**config.mk**
```make
export PLATFORM = sky130hd
export DESIGN_NAME = uart_rx
export DESIGN_NICKNAME = d
export VERILOG_FILES = /design/src/rtl/uart_rx.sv
export SDC_FILE = /design/constraint.sdc
export NUM_CORES = 1
export LEC_CHECK = 0
export CORE_ASPECT_RATIO = 1.1
export CORE_MARGIN = 4
export CORE_UTILIZATION = 52
export CTS_BUF_LIST = sky130_fd_sc_hd__clkbuf_4
export CTS_CLUSTER_SIZE = 8
export DETAILED_ROUTE_END_ITERATION = 8
export GPL_TIMING_DRIVEN = 0
export PLACE_DENSITY_LB_ADDON = 0.12
export SLEW_MARGIN = 5
export SYNTH_ARGS = -nofsm -noshare
export SYNTH_HDL_FRONTEND = slang
export SYNTH_SLANG_ARGS = --single-unit
```
**constraint.sdc**
```tcl
create_clock -name clk -period 1.5 [get_ports clk]
set_input_delay 0.15 -clock clk [delete_from_list [all_inputs] [get_ports clk]]
set_output_delay 0.15 -clock clk [all_outputs]
set_load 0.005 [all_outputs]
```
**src/rtl/uart_rx.sv**
```systemverilog
// UART receiver: 2-flop synchronized line, mid-bit sampling at CLK_PER_BIT,
// one-cycle data_valid strobe qualified by framing and parity error flags.
module uart_rx #(
    parameter int DATA_BIT_COUNT   = 8,
    parameter int PARITY_BIT_COUNT = 0,
    parameter int PARITY_ODD       = 0,
    parameter int STOP_BIT_COUNT   = 1,
    parameter int CLK_PER_BIT      = 8
) (
    input  logic                      clk,
    input  logic                      rst_n,
    input  logic                      serial,
    output logic [DATA_BIT_COUNT-1:0] data,
    output logic                      data_valid,
    output logic                      framing_error,
    output logic                      parity_error
);

    localparam int CNT_W = $clog2(CLK_PER_BIT) + 1;
    localparam int IDX_W = 4;
    localparam int HALF  = CLK_PER_BIT / 2;

    localparam logic [CNT_W-1:0] HALF_LAST  = CNT_W'(HALF - 1);
    localparam logic [CNT_W-1:0] BIT_LAST   = CNT_W'(CLK_PER_BIT - 1);
    localparam logic [IDX_W-1:0] DATA_LAST  = IDX_W'(DATA_BIT_COUNT - 1);
    localparam logic [IDX_W-1:0] STOP_DONE  = IDX_W'(STOP_BIT_COUNT);
    localparam bit               HAS_PARITY = (PARITY_BIT_COUNT != 0);
    localparam bit               ODD        = (PARITY_ODD != 0);

    typedef enum logic [2:0] {
        IDLE,
        START,
        DATA,
        PARITY,
        STOP
    } state_e;

    state_e                    state_q, state_d;
    logic                      sync1_q, sync2_q;
    logic                      s;
    logic [CNT_W-1:0]          cnt_q, cnt_d;
    logic [IDX_W-1:0]          idx_q, idx_d;
    logic [DATA_BIT_COUNT-1:0] shift_q, shift_d;
    logic                      parAcc_q, parAcc_d;
    logic                      stopErr_q, stopErr_d;
    logic [DATA_BIT_COUNT-1:0] data_q, data_d;
    logic                      valid_q, valid_d;
    logic                      ferr_q, ferr_d;
    logic                      perr_q, perr_d;

    assign s = sync2_q;

    always_ff @(posedge clk) begin
        if (!rst_n) begin
            sync1_q   <= 1'b1;
            sync2_q   <= 1'b1;
            state_q   <= IDLE;
            cnt_q     <= '0;
            idx_q     <= '0;
            shift_q   <= '0;
            parAcc_q  <= 1'b0;
            stopErr_q <= 1'b0;
            data_q    <= '0;
            valid_q   <= 1'b0;
            ferr_q    <= 1'b0;
            perr_q    <= 1'b0;
        end else begin
            sync1_q   <= serial;
            sync2_q   <= sync1_q;
            state_q   <= state_d;
            cnt_q     <= cnt_d;
            idx_q     <= idx_d;
            shift_q   <= shift_d;
            parAcc_q  <= parAcc_d;
            stopErr_q <= stopErr_d;
            data_q    <= data_d;
            valid_q   <= valid_d;
            ferr_q    <= ferr_d;
            perr_q    <= perr_d;
        end
    end

    // The stop state lingers one cycle after its last sample so the result
    // is published on the edge that returns to IDLE.
    always_comb begin
        state_d   = state_q;
        cnt_d     = cnt_q + CNT_W'(1);
        idx_d     = idx_q;
        shift_d   = shift_q;
        parAcc_d  = parAcc_q;
        stopErr_d = stopErr_q;
        data_d    = data_q;
        valid_d   = 1'b0;
        ferr_d    = 1'b0;
        perr_d    = 1'b0;

        case (state_q)
            IDLE: begin
                cnt_d = '0;
                if (!s) begin
                    idx_d     = '0;
                    parAcc_d  = 1'b0;
                    stopErr_d = 1'b0;
                    state_d   = START;
                end
            end
            START: begin
                if (cnt_q == HALF_LAST) begin
                    cnt_d   = '0;
                    state_d = s ? IDLE : DATA;
                end
            end
            DATA: begin
                if (cnt_q == BIT_LAST) begin
                    cnt_d    = '0;
                    shift_d  = {s, shift_q[DATA_BIT_COUNT-1:1]};
                    parAcc_d = parAcc_q ^ s;
                    if (idx_q == DATA_LAST) begin
                        idx_d   = '0;
                        state_d = HAS_PARITY ? PARITY : STOP;
                    end else begin
                        idx_d = idx_q + IDX_W'(1);
                    end
                end
            end
            PARITY: begin
                if (cnt_q == BIT_LAST) begin
                    cnt_d    = '0;
                    parAcc_d = parAcc_q ^ s;
                    state_d  = STOP;
                end
            end
            STOP: begin
                if (idx_q == STOP_DONE) begin
                    cnt_d   = '0;
                    state_d = IDLE;
                    data_d  = shift_q;
                    valid_d = 1'b1;
                    ferr_d  = stopErr_q;
                    perr_d  = HAS_PARITY && (parAcc_q != ODD);
                end else if (cnt_q == BIT_LAST) begin
                    cnt_d = '0;
                    idx_d = idx_q + IDX_W'(1);
                    if (!s) begin
                        stopErr_d = 1'b1;
                    end
                end
            end
            default: begin
                state_d = IDLE;
            end
        endcase
    end

    assign data          = data_q;
    assign data_valid    = valid_q;
    assign framing_error = ferr_q;
    assign parity_error  = perr_q;

endmodule

```
==> results of run 1 <==
logic make-up after synthesis:
kind of cell    share of synthesized area [%]
other cells                             0.262
xor+xnor                                 1.83
mux                                      6.29
fa+ha+maj                                2.62
flops                                    44.7
simple gates                             25.0
compound gates                           13.5
buf+inv                                  5.85
routing by layer:
metal  part of all wire (%)  track usage [%]
met1                     44             20.6
met2                     51             30.4
met3                    3.7             3.67
met4                   0.88             5.80
met5                      0                0
worst max-delay path, cell delays in order (launching register included):
cell     delay, ns
dfxtp_1       0.37
or3b_4        0.43
or3_4         0.37
a22oi_2       0.19
o21ai_1       0.07
flip-flops by register name (all words and copies together) (netlist names), 3 cells and up:
name,count
cnt_q,4
data,8
idx_q,4
shift_q,8
state_q,3
where the power goes:
group	internal [µW]	switching, µW	leakage (µW)	total, µW
Clock	196	287	0.0000293	483
Combinational	25.7	35.2	0.000447	60.9
Sequential	852	8.74	0.000262	861
Total	1070	331	0.000738	1410
cell usage after synthesis:
cell       number  area (µm²)
a21oi_1        12        60.1
clkbuf_1        2        7.51
nor3b_1         4        30.0
inv_1           7        26.3
and4b_1         1        10.0
mux2i_1         9        90.1
buf_2           4        20.0
nor4b_1         1        8.76
xnor2_1         1        8.76
or2_2           1        6.26
nor3_1          7        35.0
nor3b_2         1        12.5
nand3b_1        2        15.0
and2_1          1        6.26
or3_4           1        11.3
o311ai_0        1        8.76
clkinv_1        1        3.75
buf_6           1        11.3
buf_4           2        15.0
ha_1            3        37.5
o21ai_0         4        20.0
a22oi_1         3        22.5
a21o_1          1        7.51
nand2_2         1        6.26
nand3_1        14        70.1
xor2_1          2        17.5
or3b_4          1        11.3
o211ai_1        3        22.5
nand2b_1        5        31.3
nor2_1         14        52.6
conb_1          1        3.75
o21a_1          2        15.0
o2111ai_1       2        17.5
o21ai_1         2        10.0
nand2_1        12        45.0
o32ai_1         1        8.76
nor2_2          1        6.26
dfxtp_1        32         641
what timing repair did:
item	4_1_cts	5_1_grt
pin swaps	6	8
setup buffers	4	7
resized for setup	16	17
setup endpoints to repair	30	29
per-stage QoR:
stage	hold WS (ns)	setup WS, ns	std cells	instance area, µm²	setup TNS, ns
floorplan	0.251	-0.0200	163	1440	-0.0391
CTS	0.0843	-0.0905	216	1710	-0.324
detailed placement	0.397	-0.265	205	1590	-4.46
finish	0.0930	-0.0273	222	1830	-0.0675
global route	0.0942	-0.111	222	1830	-0.707
global placement	0.389	-0.229	205	1590	-3.41
cell type report:
cell class                      instances  share of cell area (%)
Sequential cell                        32                    35.8
Clock inverter                          2                   0.616
Clock buffer                            6                    2.47
Inverter                                8                    1.64
Multi-Input combinational cell        114                    44.4
Timing Repair Buffer                   22                    10.5
Tap cell                               31                    2.12
Buffer                                  7                    2.40
worst min path at each step:
stage,from,to,slack (ns),cells past startpoint
floorplan,serial,sync1_q,0.25,1
global placement,sync1_q,s,0.39,1
detailed placement,sync1_q,s,0.40,1
CTS,rst_n,sync1_q,0.08,2
global route,rst_n,sync1_q,0.09,2
finish,rst_n,sync1_q,0.09,2
==> impl_metrics.json, run 1 <==
{
  "hold_viol": 0,
  "grt_use_total_pct": 17.4,
  "dieArea_um2": 3660,
  "required_ns": 1.72,
  "cp_max_fo": 5,
  "nets": 196,
  "netlist_instances": 163,
  "clkLatencyLatePin_ns": 0.32,
  "finClkSkew_ns": 0.00616,
  "initial_core_util_pct": 55.8,
  "mappedNetlistNets": 169,
  "peakVddDrop_mv": 0.701,
  "num_io_pins": 14,
  "register_area_um2": 654,
  "failed_checks": "setup timing",
  "synth_cell_types": 38,
  "r2r_slack_ns": -0.03,
  "clkSlewWorstSetupHoldPaths_ns": 0.10,
  "h-tree-depth": 2,
  "fin_ws_ns": -0.0273,
  "endpoint": "idx_q[3]",
  "multi_input_area_um2": 811,
  "period_minus_slack_ns": 1.53,
  "crit_type": "register to register",
  "cts_root_buffer": "clkbuf_4",
  "drv_slew": 0,
  "grt.overflow.total": 0,
  "gp_congestion": 0.835,
  "numCtsBuffers": 5,
  "status": "complete, but fails checks",
  "end_kind": "register",
  "wl_per_cell_um": 13.8,
  "routed_wl_um": 3070,
  "cts-hold-fix-buffers": 0,
  "vias": 1228,
  "antenna_found_initial": 0,
  "hold_class": "input port to register",
  "cts_tree": "built",
  "die_h_um": 63.1,
  "p_leak_uw": 0.000738,
  "worstRegToRegCells": 4,
  "ys.warnings.count": 0,
  "finalSetupViolCount": 5,
  "synth_seq_area_share_pct": 44.7,
  "timing.rr.start": "state_q[1]",
  "period_share_pct": 102,
  "n_antenna_cell": 0,
  "grt_pass1_vias": 1165,
  "core_um2": 2570,
  "grt_pass1_wl_um": 5090,
  "die_w_um": 58.0,
  "ys_ff_latch": 32,
  "cp.arrival_ns": 1.75,
  "grt_max_degree": 11,
  "clock_sinks": 32,
  "r2r-end": "idx_q[3]",
  "dr.pass1.iters": 4,
  "ant_nets": 0,
  "cts_buffer_depth": 2,
  "place.port_buffers": 11,
  "power.density_nw_per_um2": 769,
  "cp-startpoint": "state_q[1]",
  "syn_avg_cell_area_um2": 8.79,
  "power_uw": 1410,
  "drc": 0,
  "rsz0062_at_grt": "true",
  "netlist_area_um2": 1430,
  "max_cap_violations": 0,
  "vias_per_cell": 5.53,
  "fin_util_pct": 71.2,
  "fill_cells": 197,
  "layout_commonest_cell": "dfxtp_1",
  "rows": 19,
  "drive_above_1_share_pct": 24.6,
  "final_cell_mix": "dfxtp_1 (25), nor2_1 (14), nand3_1 (14)",
  "startpoint_type": "register",
  "drt_iter0_drc": 27,
  "place_hpwl_um": 2020,
  "clock.fmax_ghz": 0.655,
  "syn_to_final_growth_pct": 27.5
}
No activity file was read; power rests on OpenSTA's default activity.
==> run 2, diff against run 1 <==
--- a/config.mk
+++ b/config.mk
@@ -12,7 +12,7 @@
 export CTS_CLUSTER_SIZE = 8
 export DETAILED_ROUTE_END_ITERATION = 8
 export GPL_TIMING_DRIVEN = 0
-export PLACE_DENSITY_LB_ADDON = 0.12
+export PLACE_DENSITY = 0.83
 export SLEW_MARGIN = 5
 export SYNTH_ARGS = -nofsm -noshare
 export SYNTH_HDL_FRONTEND = slang
==> impl_metrics.json, run 2 (synthesis results as in run 1) <==
{
  "drive_above_1_share_pct": 23.9,
  "hold_viol": 0,
  "gp_congestion": 0.866,
  "startpoint_type": "register",
  "cts_root_buffer": "clkbuf_4",
  "period_minus_slack_ns": 1.57,
  "clock_sinks": 32,
  "grt_use_total_pct": 18.5,
  "peakVddDrop_mv": 0.842,
  "whs_ns": 0.0941,
  "slew-limit-headroom_pct": 64.7,
  "period_share_pct": 105,
  "failed_checks": "setup timing",
  "drc": 0,
  "place.port_buffers": 11,
  "syn_to_final_growth_pct": 24.7,
  "clkSlewWorstSetupHoldPaths_ns": 0.10,
  "grt_pass1_wl_um": 5290,
  "rsz0062_at_grt": "true",
  "fin_util_pct": 69.6,
  "initial_core_util_pct": 55.8,
  "cp.arrival_ns": 1.80,
  "cts_tree": "built",
  "dr.pass1.iters": 5,
  "drt_iter0_drc": 67,
  "dieArea_um2": 3660,
  "die_h_um": 63.1,
  "cp_max_fo": 9,
  "grt.overflow.total": 0,
  "clkLatencyLatePin_ns": 0.34,
  "die_w_um": 58.0,
  "worst_pin_slew_ns": 0.529,
  "dpl_worst_slack_ns": -0.219,
  "hold_class": "input port to register",
  "routed_wl_um": 3340,
  "max_cap_violations": 0,
  "status": "complete, but fails checks",
  "finClkSkew_ns": 0.0108,
  "h-tree-depth": 2,
  "grt_max_degree": 11,
  "vias_per_cell": 5.85,
  "drv_slew": 0,
  "fin_ws_ns": -0.0692,
  "core_um2": 2570,
  "place_hpwl_um": 2110,
  "p_leak_uw": 0.000713,
  "required_ns": 1.73,
  "num_io_pins": 14,
  "clock.fmax_ghz": 0.637,
  "finalSetupViolCount": 7,
  "numCtsBuffers": 5,
  "antenna_found_initial": 0,
  "vias": 1281,
  "rows": 19,
  "final_cell_mix": "dfxtp_1 (26), nor2_1 (14), nand3_1 (14)",
  "layout_commonest_cell": "dfxtp_1",
  "power.density_nw_per_um2": 781,
  "nets": 194,
  "wl_per_cell_um": 15.3,
  "end_kind": "register",
  "ant_nets": 0,
  "crit_type": "register to register",
  "n_antenna_cell": 0,
  "cts_buffer_depth": 2,
  "grt_pass1_vias": 1144
}
==> run 2: changes by cell type in the layout (fill, tap and decap cells not counted), moves of 2 or more <==
cell	delta
o21ai_2	+2
nor3_2	+2
dfxtp_4	-2
buf_4	-3
==> run 2: worst max-delay path, cell delays in order (launching register included) <==
cell	delay, ns
dfxtp_2	0.40
or3b_4	0.42
or3_4	0.38
a22oi_2	0.17
o21ai_1	0.09
==> run 2: layer usage <==
layer / wire, µm / GRT usage (%)
met1: 1340 / 22.3
met2: 1710 / 29.0
met3: 231 / 7.14
met4: 65 / 8.12
met5: 0 / 0
==> run 2: where the power goes <==
part	internal, µW	switching (µW)	leakage (µW)
Clock	190	284	0.0000315
Combinational	23.1	35.3	0.000421
Sequential	854	9.09	0.000261
==> run 2: path summary, 6_finish.rpt <==
path | from | end | slack (ns) | cells after the start
min reg2reg | sync1_q | s | 0.43 | 1
max | state_q[0] | idx_q[2] | -0.07 | 4
min | rst_n | sync1_q | 0.09 | 2
max reg2reg | state_q[0] | idx_q[2] | -0.07 | 4
==> run 2: timing repair <==
action,4_1_cts,5_1_grt
hold buffers,0,0
pin swaps,5,6
gates resized for setup,17,12
buffers inserted,4,4
endpoints found under the setup margin,29,27
cloned,0,0
==> run 2: final cells by class <==
cell class | instances | area, µm²
Tap cell | 31 | 38.8
Multi-Input combinational cell | 114 | 795
Sequential cell | 32 | 648
Timing Repair Buffer | 19 | 174
Clock buffer | 6 | 45.0
Fill cell | 205 | 781
Clock inverter | 1 | 5.00
Buffer | 8 | 51.3
Inverter | 8 | 30.0
==> run 2: per-stage QoR <==
step	std cells	cell area, µm²	power [µW]	setup TNS (ns)
after floorplan	163	1440	920	-0.0391
after global placement	205	1590	932	-2.62
after detailed placement	205	1590	933	-3.96
after CTS	215	1720	1390	-0.378
after global routing	219	1790	1440	-1.28
final	219	1790	1400	-0.181
==> run 3, diff against run 2 <==
--- a/config.mk
+++ b/config.mk
@@ -7,12 +7,12 @@
 export LEC_CHECK = 0
 export CORE_ASPECT_RATIO = 1.1
 export CORE_MARGIN = 4
-export CORE_UTILIZATION = 52
+export CORE_UTILIZATION = 49
 export CTS_BUF_LIST = sky130_fd_sc_hd__clkbuf_4
 export CTS_CLUSTER_SIZE = 8
 export DETAILED_ROUTE_END_ITERATION = 8
 export GPL_TIMING_DRIVEN = 0
-export PLACE_DENSITY = 0.83
+export PLACE_DENSITY = 0.79
 export SLEW_MARGIN = 5
 export SYNTH_ARGS = -nofsm -noshare
 export SYNTH_HDL_FRONTEND = slang
==> impl_metrics.json, run 3 (synthesis results as in run 1) <==
{
  "status": "complete, but fails checks",
  "failed_checks": "setup timing",
  "crit_type": "register to register",
  "r2r_slack_ns": -0.01,
  "h-tree-depth": 2,
  "cp_max_fo": 5,
  "power.density_nw_per_um2": 850,
  "startpoint_type": "register",
  "drive_above_1_share_pct": 27.5,
  "end_kind": "register",
  "cts_buffer_depth": 2,
  "ant_nets": 0,
  "grt.overflow.total": 0,
  "n_antenna_cell": 0,
  "peakVddDrop_mv": 1.06,
  "dpl_worst_slack_ns": -0.225,
  "clock.fmax_ghz": 0.660,
  "required_ns": 1.72,
  "wl_per_cell_um": 14.5,
  "stdcell_count": 226,
  "nets": 198,
  "p_leak_uw": 0.000753,
  "antenna_found_initial": 0,
  "endpoint": "idx_q[2]",
  "routed_wl_um": 3280,
  "vias_per_cell": 5.81,
  "core_um2": 2780,
  "rows": 20,
  "num_io_pins": 14,
  "period_minus_slack_ns": 1.51,
  "fin_ws_ns": -0.0149,
  "die_w_um": 59.6,
  "clkSlewWorstSetupHoldPaths_ns": 0.10,
  "initial_core_util_pct": 51.6,
  "r2r-end": "idx_q[2]",
  "clkLatencyLatePin_ns": 0.35,
  "clock_sinks": 32,
  "dr.pass1.iters": 5,
  "worst_pin_slew_ns": 0.540,
  "drv_slew": 0,
  "cts_root_buffer": "clkbuf_4",
  "finalSetupViolCount": 2,
  "layout_commonest_cell": "dfxtp_1",
  "finClkSkew_ns": 0.0214,
  "grt_pass1_vias": 1179,
  "rsz0062_at_grt": "true",
  "period_share_pct": 101,
  "final_cell_mix": "dfxtp_1 (25), buf_4 (14), nor2_1 (14), nand3_1 (14)",
  "place.port_buffers": 11,
  "dieArea_um2": 3850,
  "place_hpwl_um": 2020,
  "max_cap_violations": 0,
  "cts-hold-fix-buffers": 0,
  "syn_to_final_growth_pct": 30.9,
  "grt_use_total_pct": 17.9,
  "grt_max_degree": 11,
  "timing.rr.start": "cnt_q[1]",
  "vias": 1312,
  "worstRegToRegCells": 5,
  "hold_class": "input port to register",
  "slew-limit-headroom_pct": 64.0,
  "drt_iter0_drc": 69,
  "cts_tree": "built",
  "drc": 0,
  "numCtsBuffers": 5,
  "hold_viol": 0,
  "cp.arrival_ns": 1.73,
  "grt_pass1_wl_um": 5240,
  "cp-startpoint": "cnt_q[1]",
  "gp_congestion": 0.819,
  "fill_cells": 213,
  "die_h_um": 64.7,
  "dpl.cell_count": 207
}
run 3: changes by cell type in the layout (fill, tap and decap cells not counted), sizes merged:
cell and change:
buf +4, bufinv +1
run 3: cell type report:
class	instances	area, µm²	area share [%]
clock inverter	2	35.0	1.87
multi-input combinational	114	808	43.1
inverter	8	30.0	1.60
tap	33	41.3	2.20
clock buffer	6	45.0	2.40
sequential	32	652	34.8
buffer	7	40.0	2.13
timing repair buffer	24	224	11.9
run 3: worst min path at each step:
stage                 start       to  slack (ns)  cells after the start
finish                rst_n        s         0.1                      2
global route          rst_n        s         0.1                      2
CTS                   rst_n        s        0.09                      2
floorplan            serial  sync1_q        0.25                      1
detailed placement  sync1_q        s        0.40                      1
global placement    sync1_q        s        0.39                      1
run 3: stage by stage:
stage                     area (µm²)  power, µW  hold WS (ns)  setup TNS [ns]  utilization, %
after floorplan                 1440        920         0.251         -0.0391               -
after global placement          1590        933         0.395           -2.61            57.2
after detailed placement        1590        935         0.396           -3.66            57.2
after CTS                       1780       1590        0.0863          -0.185            63.9
after global routing            1880       1650        0.0954          -0.928            67.5
final                           1880       1590        0.0952         -0.0286            67.5
run 3: routing by layer:
layer | share of wire [%] | track usage, %
met5 | 0 | 0
met4 | 2.9 | 8.31
met3 | 6.3 | 5.58
met2 | 50 | 30.9
met1 | 41 | 19.4
run 3: where the power goes:
| part | internal [µW] | total, µW | switching, µW |
|---|---|---|---|
| Clock | 367 | 668 | 301 |
| Sequential | 854 | 858 | 4.78 |
| Combinational | 27.2 | 67.9 | 40.8 |
run 3: worst max-delay path, stage by stage (launching register included):
cell and delay (ns):
dfxtp_2 0.37, ha_4 0.16, nand3b_1 0.15, or3_4 0.46, a22oi_2 0.17, o21ai_1 0.08
run 3: repair_timing:
item | CTS | global route
buffers inserted | 5 | 8
setup endpoints to repair | 30 | 28
resized for setup | 21 | 14
pin swaps | 5 | 10
